==> config.mk <==
export PLATFORM = sky130hd
export DESIGN_NAME = tx_word_scheduler
export DESIGN_NICKNAME = d
export VERILOG_FILES = /design/src/rtl/tx_word_scheduler.sv
export SDC_FILE = /design/constraint.sdc
export NUM_CORES = 1
export LEC_CHECK = 0
export ABC_CLOCK_PERIOD_IN_PS = 2750
export CORE_AREA = 2 2 86 88
export CTS_BUF_LIST = sky130_fd_sc_hd__clkbuf_4 sky130_fd_sc_hd__clkbuf_8 sky130_fd_sc_hd__clkbuf_16
export DETAILED_ROUTE_END_ITERATION = 8
export DIE_AREA = 0 0 88 90
export DONT_BUFFER_PORTS = 1
export GPL_TIMING_DRIVEN = 0
export HOLD_SLACK_MARGIN = 0.1
export PLACE_DENSITY = 0.76
export SETUP_SLACK_MARGIN = 0.02
export SLEW_MARGIN = 5
export SYNTH_ARGS = -nofsm -noshare
export SYNTH_HDL_FRONTEND = slang
export SYNTH_SLANG_ARGS = --single-unit
==> constraint.sdc <==
create_clock -name clk -period 2.75 [get_ports clk]
set_input_delay 0.275 -clock clk [delete_from_list [all_inputs] [get_ports clk]]
set_output_delay 0.275 -clock clk [all_outputs]
set_load 0.01 [all_outputs]
==> src/rtl/tx_word_scheduler.sv <==
// Round-robin framer sharing the byte-serial link between two word sources.
// Each frame is one header word plus BURST data words, sent MSB byte first.
module tx_word_scheduler #(
    parameter int          BURST    = 8,
    parameter logic [7:0]  HDR_BYTE = 8'hA5,
    parameter int          ACK_TO   = 4
) (
    input  logic        clk,
    input  logic        rst,
    input  logic        enable,
    input  logic [31:0] src0_data,
    input  logic        src0_valid,
    output logic        src0_ready,
    input  logic [31:0] src1_data,
    input  logic        src1_valid,
    output logic        src1_ready,
    output logic [7:0]  tx_byte,
    output logic        transmit,
    input  logic        is_transmitting,
    output logic        busy,
    output logic        grant,
    output logic        error
);

    typedef enum logic [2:0] {
        IDLE, HDR, FETCH, ISSUE, ACK, DONE
    } state_t;

    localparam logic [7:0] ACK_LAST  = 8'(ACK_TO - 1);
    localparam logic [7:0] BURST_LEN = 8'(BURST);

    state_t      state;
    state_t      stateNext;
    logic [31:0] wordBuf;
    logic [1:0]  idx;
    logic [7:0]  wordCnt;
    logic [7:0]  ackCnt;
    logic [15:0] seq;
    logic        prio;
    logic        pick;
    logic        accept;
    logic        ackTimeout;

    always_comb begin
        pick = src1_valid;
        if (src0_valid && src1_valid) begin
            pick = prio;
        end
    end

    assign accept = grant ? (src1_valid && src1_ready)
                          : (src0_valid && src0_ready);

    assign ackTimeout = !is_transmitting && (ackCnt == ACK_LAST);

    always_comb begin
        stateNext = state;
        unique case (state)
            IDLE: begin
                if (enable && (src0_valid || src1_valid)) begin
                    stateNext = HDR;
                end
            end
            HDR:   stateNext = ISSUE;
            ISSUE: stateNext = ACK;
            ACK: begin
                if (is_transmitting) begin
                    stateNext = DONE;
                end else if (ackTimeout) begin
                    stateNext = IDLE;
                end
            end
            DONE: begin
                if (!is_transmitting) begin
                    if (idx != 2'd0) begin
                        stateNext = ISSUE;
                    end else if (wordCnt < BURST_LEN) begin
                        stateNext = FETCH;
                    end else begin
                        stateNext = IDLE;
                    end
                end
            end
            FETCH: begin
                if (accept) begin
                    stateNext = ISSUE;
                end
            end
            default: stateNext = IDLE;
        endcase
    end

    always_ff @(posedge clk) begin
        if (rst) begin
            state      <= IDLE;
            wordBuf    <= '0;
            idx        <= '0;
            wordCnt    <= '0;
            ackCnt     <= '0;
            seq        <= '0;
            prio       <= 1'b0;
            tx_byte    <= '0;
            transmit   <= 1'b0;
            busy       <= 1'b0;
            grant      <= 1'b0;
            error      <= 1'b0;
            src0_ready <= 1'b0;
            src1_ready <= 1'b0;
        end else begin
            state      <= stateNext;
            transmit   <= (state == ISSUE);
            busy       <= (stateNext != IDLE);
            src0_ready <= (stateNext == FETCH) && !grant;
            src1_ready <= (stateNext == FETCH) && grant;
            unique case (state)
                IDLE: begin
                    if (stateNext == HDR) begin
                        grant <= pick;
                    end
                end
                HDR: begin
                    wordBuf <= {HDR_BYTE, 7'd0, grant, seq};
                    idx     <= 2'd3;
                    wordCnt <= '0;
                end
                ISSUE: begin
                    tx_byte <= wordBuf[{idx, 3'b000} +: 8];
                    ackCnt  <= '0;
                end
                ACK: begin
                    ackCnt <= ackCnt + 8'd1;
                    if (ackTimeout) begin
                        error <= 1'b1;
                    end
                end
                DONE: begin
                    if (!is_transmitting) begin
                        if (idx != 2'd0) begin
                            idx <= idx - 2'd1;
                        end else if (wordCnt >= BURST_LEN) begin
                            seq  <= seq + 16'd1;
                            prio <= ~grant;
                        end
                    end
                end
                FETCH: begin
                    if (accept) begin
                        wordBuf <= grant ? src1_data : src0_data;
                        idx     <= 2'd3;
                        wordCnt <= wordCnt + 8'd1;
                    end
                end
                default: ;
            endcase
        end
    end

endmodule

Word level (Yosys, flattened, before mapping)
Index checks and enable logic that the tools add are counted.
W data, S select, Z words.

storage, ports and cells
  output and inout bits = 14
  bits of input ports = 70
  register bits = 84
  word-level logic and storage cells = 76

operators by class
  order comparisons = 2
  add/subtract/negate cells = 4
  bitwise logic cells = 3
  muxes and demuxes = 20
  reduce and logical (&&, ||, !) cells = 21
  equal/unequal tests = 11
  shift-type cells = 1

operators with widths
  operator                 count
  $mux W32                 2
  $pmux W32 S2             1
  $pmux W8 S2              2
  $shiftx A32 B6 Y8        1
  $pmux W3 S6              1
  $add A16 B1 Y16 const B  1
  $add A8 B1 Y8 const B    2
  $mux W3                  5
  $mux W2                  5
  $eq A3 B2 Y1 const B     3
  $eq A8 B2 Y1 const B     1
  $ge A8 B4 Y1 const B     1
  $lt A8 B4 Y1 const B     1
  $mux W8                  1
  $reduce_and A4 Y1        2
  $logic_and A1 B1 Y1      7
  $eq A3 B1 Y1 const B     2
  $eq A3 B3 Y1 const B     2
  $ne A2 B2 Y1 const B     3
  $pmux W2 S3              1
  $reduce_and A2 Y1        3
  $reduce_bool A2 Y1       3
  $reduce_bool A3 Y1       2
  $logic_not A3 Y1         1
  other kinds (5)          9

Logic depth before layout (Yosys ltp)
Gate-level depths: netlist of run 1.

  depth in word-level cells = 7
  depth in mapped cells = 8
  depth with buffers taken out = 6

Worst setup path after synthesis of run 1
No wires, ideal clock.

  path kind = register to register
  start point = register idx[0]
  end point = register seq[12]
  path slack = 0.846 ns
  library setup time = 0.070 ns
  data arrival time = 1.834 ns
  cell stages (with the launch flop) = 9
  required time = 2.680 ns
  buffers on the path = 2
  period minus slack after synthesis = 1.904 ns
  cell sequence = dfxtp_1 > buf_2 > inv_1 > ha_1 > and2b_1 > o2111ai_2 > buf_6 > or4_1 > a21oi_1

on the way
  cells in the longest elaborated chain, start to end = 3

RTL lines
  item                                RTL line  source
  from (decl)                         35        logic [1:0] idx;
  from (signal assigned)              139       idx <= idx - 2'd1;
  $reduce_bool A2 Y1                  138       if (idx != 2'd0) begin
  $not A1 Y1 (no source line)         --
  $reduce_and A4 Y1 (no source line)  --
  to (signal assigned)                141       seq <= seq + 16'd1;
  to (decl)                           38        logic [15:0] seq;

Every way passes these cells.
A chain may end at the register's enable or synchronous reset.

Worst setup path after layout of run 1
  start point = register idx[1]
  end point = register seq[14]

The elaborated chain is that of the path after synthesis.

==> results of run 1 <==
[area by class of cell]
| cell class | count | area, µm² |
|---|---|---|
| inverter | 15 | 56.30 |
| tap | 99 | 123.9 |
| clock buffer | 9 | 123.9 |
| fill | 575 | 2356 |
| timing repair buffer | 2 | 20.02 |
| clock inverter | 7 | 63.81 |
| multi-input combinational | 355 | 2396 |
| buffer | 40 | 198.9 |
| sequential | 84 | 1682 |
[worst paths after layout]
check	startpoint	endpoint	slack (ns)	depth (start not counted)
max reg2reg	idx[1]$_SDFFE_PP0P_	seq[14]$_SDFFE_PP0P_	0.52	8
max	idx[1]$_SDFFE_PP0P_	seq[14]$_SDFFE_PP0P_	0.52	8
min reg2reg	wordBuf[27]$_SDFFE_PP0P_	wordBuf[27]$_SDFFE_PP0P_	0.47	2
min	src0_valid	grant$_SDFFE_PP0P_	0.12	3
[per-layer routing]
layer	up-vias	routed length [µm]
li1	1847	-
met1	1854	4738
met2	166	5227
met3	22	749
met4	0	227
met5	-	0
[cells in the mapped netlist, drive strengths merged (5+ instances only)]
master	number	share of area (%)
mux2	14	3.7
o21a	6	1.0
or3	13	1.9
nor2	16	1.4
clkbuf	23	2.0
nor4	6	1.0
dfxtp	84	39
o21ai	10	1.2
or4	8	1.5
buf	17	2.6
ha	5	1.4
mux2i	27	6.2
o31ai	7	1.2
inv	15	1.3
nand2	63	5.5
o221ai	16	3.2
nand3	35	4.0
a21oi	65	7.5
mux4	8	4.2
nor3	5	0.58
[cell families (layout without fill, tap and decap cells)]
| group | count (synthesis) | in the layout | share of synthesized area [%] |
|---|---|---|---|
| compound gates | 123 | 123 | 18.25 |
| fa+ha+maj | 5 | 5 | 1.444 |
| simple gates | 176 | 176 | 21.08 |
| xor+xnor | 2 | 2 | 0.4043 |
| flops | 84 | 84 | 38.81 |
| buf+inv | 55 | 73 | 5.891 |
| mux | 49 | 49 | 14.12 |
[metrics by stage]
step           power (mW)  instance area, µm²  setup slack [ns]  utilization, %  hold slack [ns]
2_1_floorplan       1.759                4333            0.8459               -           0.4269
3_3_place_gp        1.877                4457            0.6465           63.48           0.4368
3_5_place_dp        1.898                4457            0.5638           63.48           0.4396
4_1_cts             2.713                4664            0.5483           66.44           0.1163
5_1_grt             2.829                4664            0.3834           66.44           0.1235
6_report            2.716                4664            0.5244           66.44           0.1159
[flip-flops by register name, indices dropped and copies added (netlist names)]
register / count
prio: 1
state: 3
src0_ready: 1
idx: 2
transmit: 1
seq: 16
tx_byte: 8
wordBuf: 32
src1_ready: 1
busy: 1
ackCnt: 8
grant: 1
wordCnt: 8
error: 1
[power groups by stage]
| stage | Combinational (mW) | Clock, mW | Sequential [mW] |
|---|---|---|---|
| final | 0.565 | 0.836 | 1.32 |
| after global routing | 0.613 | 0.894 | 1.32 |
| after CTS | 0.558 | 0.841 | 1.32 |
| after detailed placement | 0.555 | 0 | 1.34 |
| after global placement | 0.536 | 0 | 1.34 |
| after floorplan | 0.427 | 0 | 1.33 |
[critical path: stages, from the launching register on]
cell       delay [ns]
dfxtp_1          0.31
clkbuf_1         0.26
inv_1            0.13
ha_1             0.23
and2b_1          0.24
o2111ai_2        0.20
buf_6            0.19
or4_1            0.46
a21oi_1          0.14
[timing repair]
action,in CTS,in global routing
hold endpoints to repair,2,0
setup buffers,0,0
hold buffers,2,0
setup endpoints to repair,0,0
==> flow_metrics.tcl, run 1 <==
set metrics [dict create \
    status "completed" \
    synth_seq_cells 84 \
    ant_nets 0 \
    clock.fmax_ghz 0.4493 \
    gp_congestion 0.8557 \
    tightestPinTransition_ns 0.6673 \
    drv_cap 0 \
    powerDensity_nw_per_um2 582.3 \
    die_area_um2 7920 \
    detail_route.first_pass.iterations 6 \
    ys_warn_count 0 \
    top_usage_layer "met2" \
    max-vdd-ir-drop_mv 0.3020 \
    finalHoldViolCount 0 \
    die_w_um 88 \
    p_sw_mw 0.8916 \
    htree_num_levels 3 \
    synth-edff-count 0 \
    cts_made_buffers 9 \
    num_vias 3889 \
    power.leakage_nw 1.496 \
    synth-main-ff-cell "dfxtp_1" \
    clock_sinks 84 \
    finClkSkew_ns 0.01264 \
    wl_mm 10.94 \
    fin_nets 582 \
    slew_violations 0 \
    path_max_fanout 10 \
    cts_resized 0 \
    first_global_vias 3612 \
    finalCritPeriodShare_pct 80.93 \
    max_slew_margin_pct 55.42 \
    tritoncts "built" \
    use_met2_pct 45.14 \
    setup_viol 0 \
    syn_nets 569 \
    path_clk_slew_ns 0.09 \
    clockPowerShare_pct 30.8 \
    syn_inst 494 \
    start_util_pct 61.72 \
    met3_usage_pct 4.591 \
    seq_area_frac_synth_pct 38.81 \
    overflow 0 \
    dp_hpwl_mm 8.280 \
    met1_usage_pct 36.86 \
    grt_max_degree 17 \
    drc 0 \
    p_comb_share_pct 20.8 \
    tns_ns 0 \
    critPathArrivalTime_ns 2.51 \
    clk_latency_ns 0.36 \
    rows 31 \
    startpoint_type "flip-flop" \
    syn_to_final_growth_pct 7.652 \
    grt_usage_pct 27.71 \
    cp-end-kind "flip-flop" \
    synth-async-reset-ratio_pct 0 \
    diodes 0 \
    drive_gt1_share_pct 12.89 \
    routedWlPerCell_um 17.91 \
    drtIter0Drc 281 \
    core_area_um2 7020 \
    synth_area_per_cell_um2 8.771 \
    io_pins 84 \
    cts_buffer_depth 2 \
    dp.cells 593 \
    dieHeight_um 90 \
    hold_class "primary input to flip-flop" \
    synth_cell_types 58 \
    port-buffer-count 0 \
    final_common_cell "dfxtp_1" \
    required_ns 3.04 \
    cts_root_buf "clkbuf_8" \
    p_seq_share_pct 48.4 \
    power_switching_share_pct 32.83 \
    layout_common_cells "84 x dfxtp_1, 65 x a21oi_1, 63 x nand2_1" \
    grt_pass1_wl_mm 17.26 \
    syn_area_um2 4333 \
    layoutNonFillerInstCount 611 \
    p_int_mw 1.824 \
    rsz0062_at_grt "false" \
    antenna_found_initial 0 \
    criticalPathCategory "flip-flop to flip-flop" \
    min_period_ns 2.226 \
    viasPerCell 6.365 \
]
No activity file was read; power rests on OpenSTA's default activity.
==> inputs of run 2 (changes only) <==
Settings changed: ABC_CLOCK_PERIOD_IN_PS 2750 to 2100.
Clock period 2.75 ns to 2.1 ns, I/O delays scaled along.
==> run 2 against run 1 <==
Maximum frequency up 11%. Clock-buffer cell count unchanged. Non-clock buffer count up 2. Power up 33%. Routed wire length up 1.4%. Final area up 1.6%. Global-route usage up 0.19 points. Hold slack better by 0.0056 ns. Critical path type unchanged. Largest cell class unchanged.
==> flow_metrics.tcl, run 2 (synthesis gave the netlist of run 1 again) <==
set metrics [dict create \
    critPathArrivalTime_ns 2.24 \
    antenna_found_initial 0 \
    max-vdd-ir-drop_mv 0.3945 \
    dp_hpwl_mm 8.280 \
    cts_buffer_depth 2 \
    routedWlPerCell_um 18.09 \
    cts_made_buffers 9 \
    htree_num_levels 3 \
    viasPerCell 6.328 \
    min_period_ns 2.007 \
    reg_top3 "wordBuf (32), seq (16)" \
    drv_cap 0 \
    drtIter0Drc 307 \
    required_ns 2.34 \
    cts_root_buf "clkbuf_8" \
    dp.cells 593 \
    power.leakage_nw 1.513 \
    finalHoldViolCount 0 \
    core_area_um2 7020 \
    drc 0 \
    hold_class "primary input to flip-flop" \
    clock_sinks 84 \
    clock.fmax_ghz 0.4983 \
    status "completed" \
    gp_congestion 0.8557 \
    first_global_vias 3635 \
    grt_usage_pct 27.90 \
    grt_pass1_wl_mm 17.39 \
    rsz0062_at_grt "true" \
    cpMaxStageDelayCell "o311a_1" \
    max_slew_margin_pct 55.30 \
    slew_violations 0 \
    layoutNonFillerInstCount 613 \
    tightestPinTransition_ns 0.6705 \
    cp-end-kind "flip-flop" \
    cpPeakStageDelay_ns 0.43 \
    tritoncts "built" \
    fin_nets 584 \
    criticalPathCategory "flip-flop to flip-flop" \
    setup_ws_ns 0.09336 \
    startpoint_type "flip-flop" \
    rows 31 \
    path_max_fanout 10 \
    syn_to_final_growth_pct 9.385 \
    finClkSkew_ns 0.01051 \
    die_area_um2 7920 \
    crit_buf_inv 1 \
    num_vias 3879 \
    path_clk_slew_ns 0.10 \
    drive_gt1_share_pct 14.59 \
    io_pins 84 \
    start_util_pct 61.72 \
    diodes 0 \
    finalCritPeriodShare_pct 95.55 \
    die_w_um 88 \
    port-buffer-count 0 \
    crit_path_cell_trace "clkbuf_2 > and3_1 > o21ai_4 > nand2_1 > o311a_1" \
    powerDensity_nw_per_um2 760.6 \
    final_common_cell "dfxtp_1" \
    overflow 0 \
    dieHeight_um 90 \
    largest_reg_flops 32 \
    path_delay_family "compound AO/OA/AOI/OAI gates" \
    setup_viol 0 \
    top_register "wordBuf" \
    ant_nets 0 \
    detail_route.first_pass.iterations 5 \
    layout_common_cells "82 x dfxtp_1, 64 x a21oi_1, 63 x nand2_1" \
    wl_mm 11.09 \
    grt_max_degree 17 \
    clk_latency_ns 0.36 \
    dpl_worst_slack_ns -0.08616 \
]
-- run 2: cell type report --
class | count | area [µm²]
buffer | 39 | 203.9
clock buffer | 9 | 123.9
clock inverter | 7 | 63.81
fill | 570 | 2281
inverter | 15 | 56.30
multi-input combinational | 355 | 2439
sequential | 84 | 1684
tap | 99 | 123.9
timing repair buffer | 5 | 45.04
-- run 2: worst paths after layout --
path / depth (start not counted) / slack [ns] / from / endpoint
max: 5 / 0.09 / grant$_SDFFE_PP0P_ / idx[0]$_SDFFE_PP0P_
min: 3 / 0.12 / is_transmitting / error$_SDFFE_PP0P_
max reg2reg: 5 / 0.09 / grant$_SDFFE_PP0P_ / idx[0]$_SDFFE_PP0P_
min reg2reg: 2 / 0.47 / wordBuf[27]$_SDFFE_PP0P_ / wordBuf[27]$_SDFFE_PP0P_
-- run 2: per-layer routing --
layer  track usage [%]  wire (µm)
met4             9.231        175
met5                 0          0
met2             45.83       5419
met3             4.591        655
met1             36.92       4842
-- run 2: worst reg2reg max path: stages, from the launching register on --
cell and delay [ns]:
dfxtp_1 0.36, clkbuf_2 0.24, and3_1 0.25, o21ai_4 0.31, nand2_1 0.28, o311a_1 0.43
-- run 2: report_power, final --
group / internal (mW) / leakage [nW] / switching [mW] / total, mW
combinational: 0.294 / 0.741 / 0.467 / 0.760
sequential: 1.67 / 0.679 / 0.0682 / 1.74
clock: 0.448 / 0.0925 / 0.654 / 1.10
-- run 2: what timing repair did --
| item | CTS | global route |
|---|---|---|
| cloned | 0 | 0 |
| endpoints found under the setup margin | 23 | 36 |
| buffers inserted | 0 | 2 |
| hold buffers | 3 | 0 |
| pin swaps | 0 | 1 |
| endpoints found under the hold margin | 2 | 0 |
| resized for setup | 5 | 9 |
-- run 2: through the flow --
stage | utilization [%] | power, mW | cell area, µm² | setup TNS, ns | hold slack [ns]
2_1_floorplan | - | 2.304 | 4333 | 0 | 0.3619
4_1_cts | 66.74 | 3.564 | 4686 | 0 | 0.1161
6_report | 67.51 | 3.605 | 4740 | 0 | 0.1215
5_1_grt | 67.51 | 3.749 | 4740 | -0.02837 | 0.1551
3_5_place_dp | 63.48 | 2.486 | 4457 | -0.2776 | 0.3746
3_3_place_gp | 63.48 | 2.458 | 4457 | -0.006122 | 0.3718
==> inputs of run 3 (changes only) <==
Settings changed: ABC_CLOCK_PERIOD_IN_PS 2100 to 1900.
Clock period 2.1 ns to 1.9 ns, I/O delays scaled along.
==> run 3 against run 2 <==
Non-clock buffer count up 13. Register-to-register slack worse by 0.04 ns. Final area up 3.9%. Clock power up 21%. Setup slack worse by 0.043 ns. Highest routed layer unchanged. Via count up 2.5%. Sequential power up 9.8%.
==> flow_metrics.tcl, run 3 (synthesis gave the netlist of run 1 again) <==
set metrics [dict create \
    largest_reg_flops 32 \
    hold_class "primary input to flip-flop" \
    whs_ns 0.1192 \
    rows 31 \
    power.leakage_nw 1.609 \
    wl_met3_um 785 \
    slew_violations 0 \
    core_area_um2 7020 \
    wl_mm 11.50 \
    num_vias 3975 \
    first_global_vias 3816 \
    grt_pass1_wl_mm 18.27 \
    io_pins 84 \
    grt_max_degree 16 \
    required_ns 2.19 \
    detail_route.first_pass.iterations 5 \
    grt_usage_pct 29.66 \
    dp.cells 593 \
    cts_made_buffers 9 \
    fin_nets 597 \
    dieHeight_um 90 \
    reg_top3 "wordBuf (32), seq (16)" \
    r2r_cells 8 \
    dpl_worst_slack_ns -0.2509 \
    path_max_fanout 5 \
    setup_viol 0 \
    min_period_ns 1.850 \
    tightestPinTransition_ns 0.6517 \
    drive_gt1_share_pct 19.35 \
    routedWlPerCell_um 18.37 \
    start_util_pct 61.72 \
    overflow 0 \
    nFillCells 537 \
    cpPeakStageDelay_ns 0.51 \
    drc 0 \
    htree_num_levels 3 \
    clock_sinks 84 \
    wl_met2_mm 5.739 \
    regArea_um2 1690 \
    criticalPathCategory "flip-flop to flip-flop" \
    diodes 0 \
    top_register "wordBuf" \
    path_delay_family "simple AND/OR/NAND/NOR gates" \
    ant_nets 0 \
    status "completed" \
    p_total_mw 4.214 \
    drv_cap 0 \
    finClkSkew_ns 0.01349 \
    drtIter0Drc 323 \
    cts_root_buf "clkbuf_8" \
    cp.depth 8 \
    startpoint_type "flip-flop" \
    max-vdd-ir-drop_mv 0.3629 \
    layoutNonFillerInstCount 626 \
    max_slew_margin_pct 56.56 \
    finalHoldViolCount 0 \
    crit_buf_inv 3 \
    highest_layer "met4" \
    finalCritPeriodShare_pct 97.38 \
    clk_latency_ns 0.37 \
    drt-met1-wl_mm 4.738 \
    critPathArrivalTime_ns 2.14 \
    clock.fmax_ghz 0.5405 \
    port-buffer-count 0 \
    cpMaxStageDelayCell "or4_4" \
    final_common_cell "dfxtp_1" \
    die_w_um 88 \
    cts_buffer_depth 2 \
    tritoncts "built" \
    critPathMostFrequentCell "buf_6" \
    gp_congestion 0.8734 \
    rsz0062_at_grt "false" \
    multiInputGateArea_um2 2480 \
    viasPerCell 6.350 \
    dp_hpwl_mm 8.327 \
    cp-end-kind "flip-flop" \
    die_area_um2 7920 \
    layout_common_cells "79 x dfxtp_1, 64 x a21oi_1, 62 x nand2_1" \
    antenna_found_initial 0 \
    holdPathStages 3 \
    powerDensity_nw_per_um2 855.4 \
    setup_ws_ns 0.04986 \
    crit_path_cell_trace "buf_6 > inv_4 > ha_4 > and2b_2 > o2111ai_4 > buf_6 > or4_4 > a21oi_2" \
    syn_to_final_growth_pct 13.69 \
    path_clk_slew_ns 0.09 \
]
[run 3: changes by cell type in the layout (fill, tap and decap cells not counted), moves of 2 or more]
cell      delta
clkbuf_2     +3
clkbuf_4     +2
clkbuf_1     -2
clkinv_4     -2
buf_1        -2
buf_4       +11
dfxtp_1      -3
dfxtp_2      +2
[run 3: worst paths after layout]
path,startpoint,to,slack [ns]
min reg2reg,wordBuf[20]$_SDFFE_PP0P_,wordBuf[20]$_SDFFE_PP0P_,0.47
min,is_transmitting,idx[0]$_SDFFE_PP0P_,0.12
max reg2reg,idx[0]$_SDFFE_PP0P_,seq[14]$_SDFFE_PP0P_,0.05
max,idx[0]$_SDFFE_PP0P_,seq[14]$_SDFFE_PP0P_,0.05
[run 3: worst reg2reg max path, stage by stage (launching register included)]
cell       delay, ns
dfxtp_2         0.34
buf_6           0.12
inv_4           0.05
ha_4            0.12
and2b_2         0.21
o2111ai_4       0.14
buf_6           0.17
or4_4           0.51
a21oi_2         0.14
[run 3: repair_timing]
item / 4_1_cts / 5_1_grt
gates cloned: 1 / 1
setup endpoints to repair: 59 / 54
gates resized for setup: 13 / 21
setup buffers: 4 / 10
hold buffers: 3 / 0
pin swaps: 3 / 8
hold endpoints to repair: 4 / 0
[run 3: final cells by class]
| cell class | instances | share of cell area [%] |
|---|---|---|
| multi-input combinational | 355 | 50.34 |
| sequential | 84 | 34.32 |
| buffer | 39 | 4.420 |
| timing repair buffer | 18 | 3.099 |
| clock buffer | 10 | 2.667 |
| tap | 99 | 2.515 |
| clock inverter | 6 | 1.448 |
| inverter | 15 | 1.194 |
[run 3: where the power goes]
part	switching (mW)	internal (mW)	total, mW	leakage (nW)
clock network	0.696	0.634	1.33	0.0969
logic	0.570	0.399	0.969	0.831
registers	0.0614	1.85	1.91	0.681
[run 3: routing by layer]
metal,track usage (%),up-vias
met2,49.18,163
li1,-,1871
met4,11.03,0
met3,5.142,20
met1,38.16,1921
met5,0,-
[run 3: per-stage QoR]
step                area (µm²)  setup TNS (ns)  util, %
floorplan                 4337               0        -
global placement          4461          -4.506    63.54
detailed placement        4461          -7.296    63.54
CTS                       4778               0    68.06
global route              4926               0    70.17
finish                    4926               0    70.17
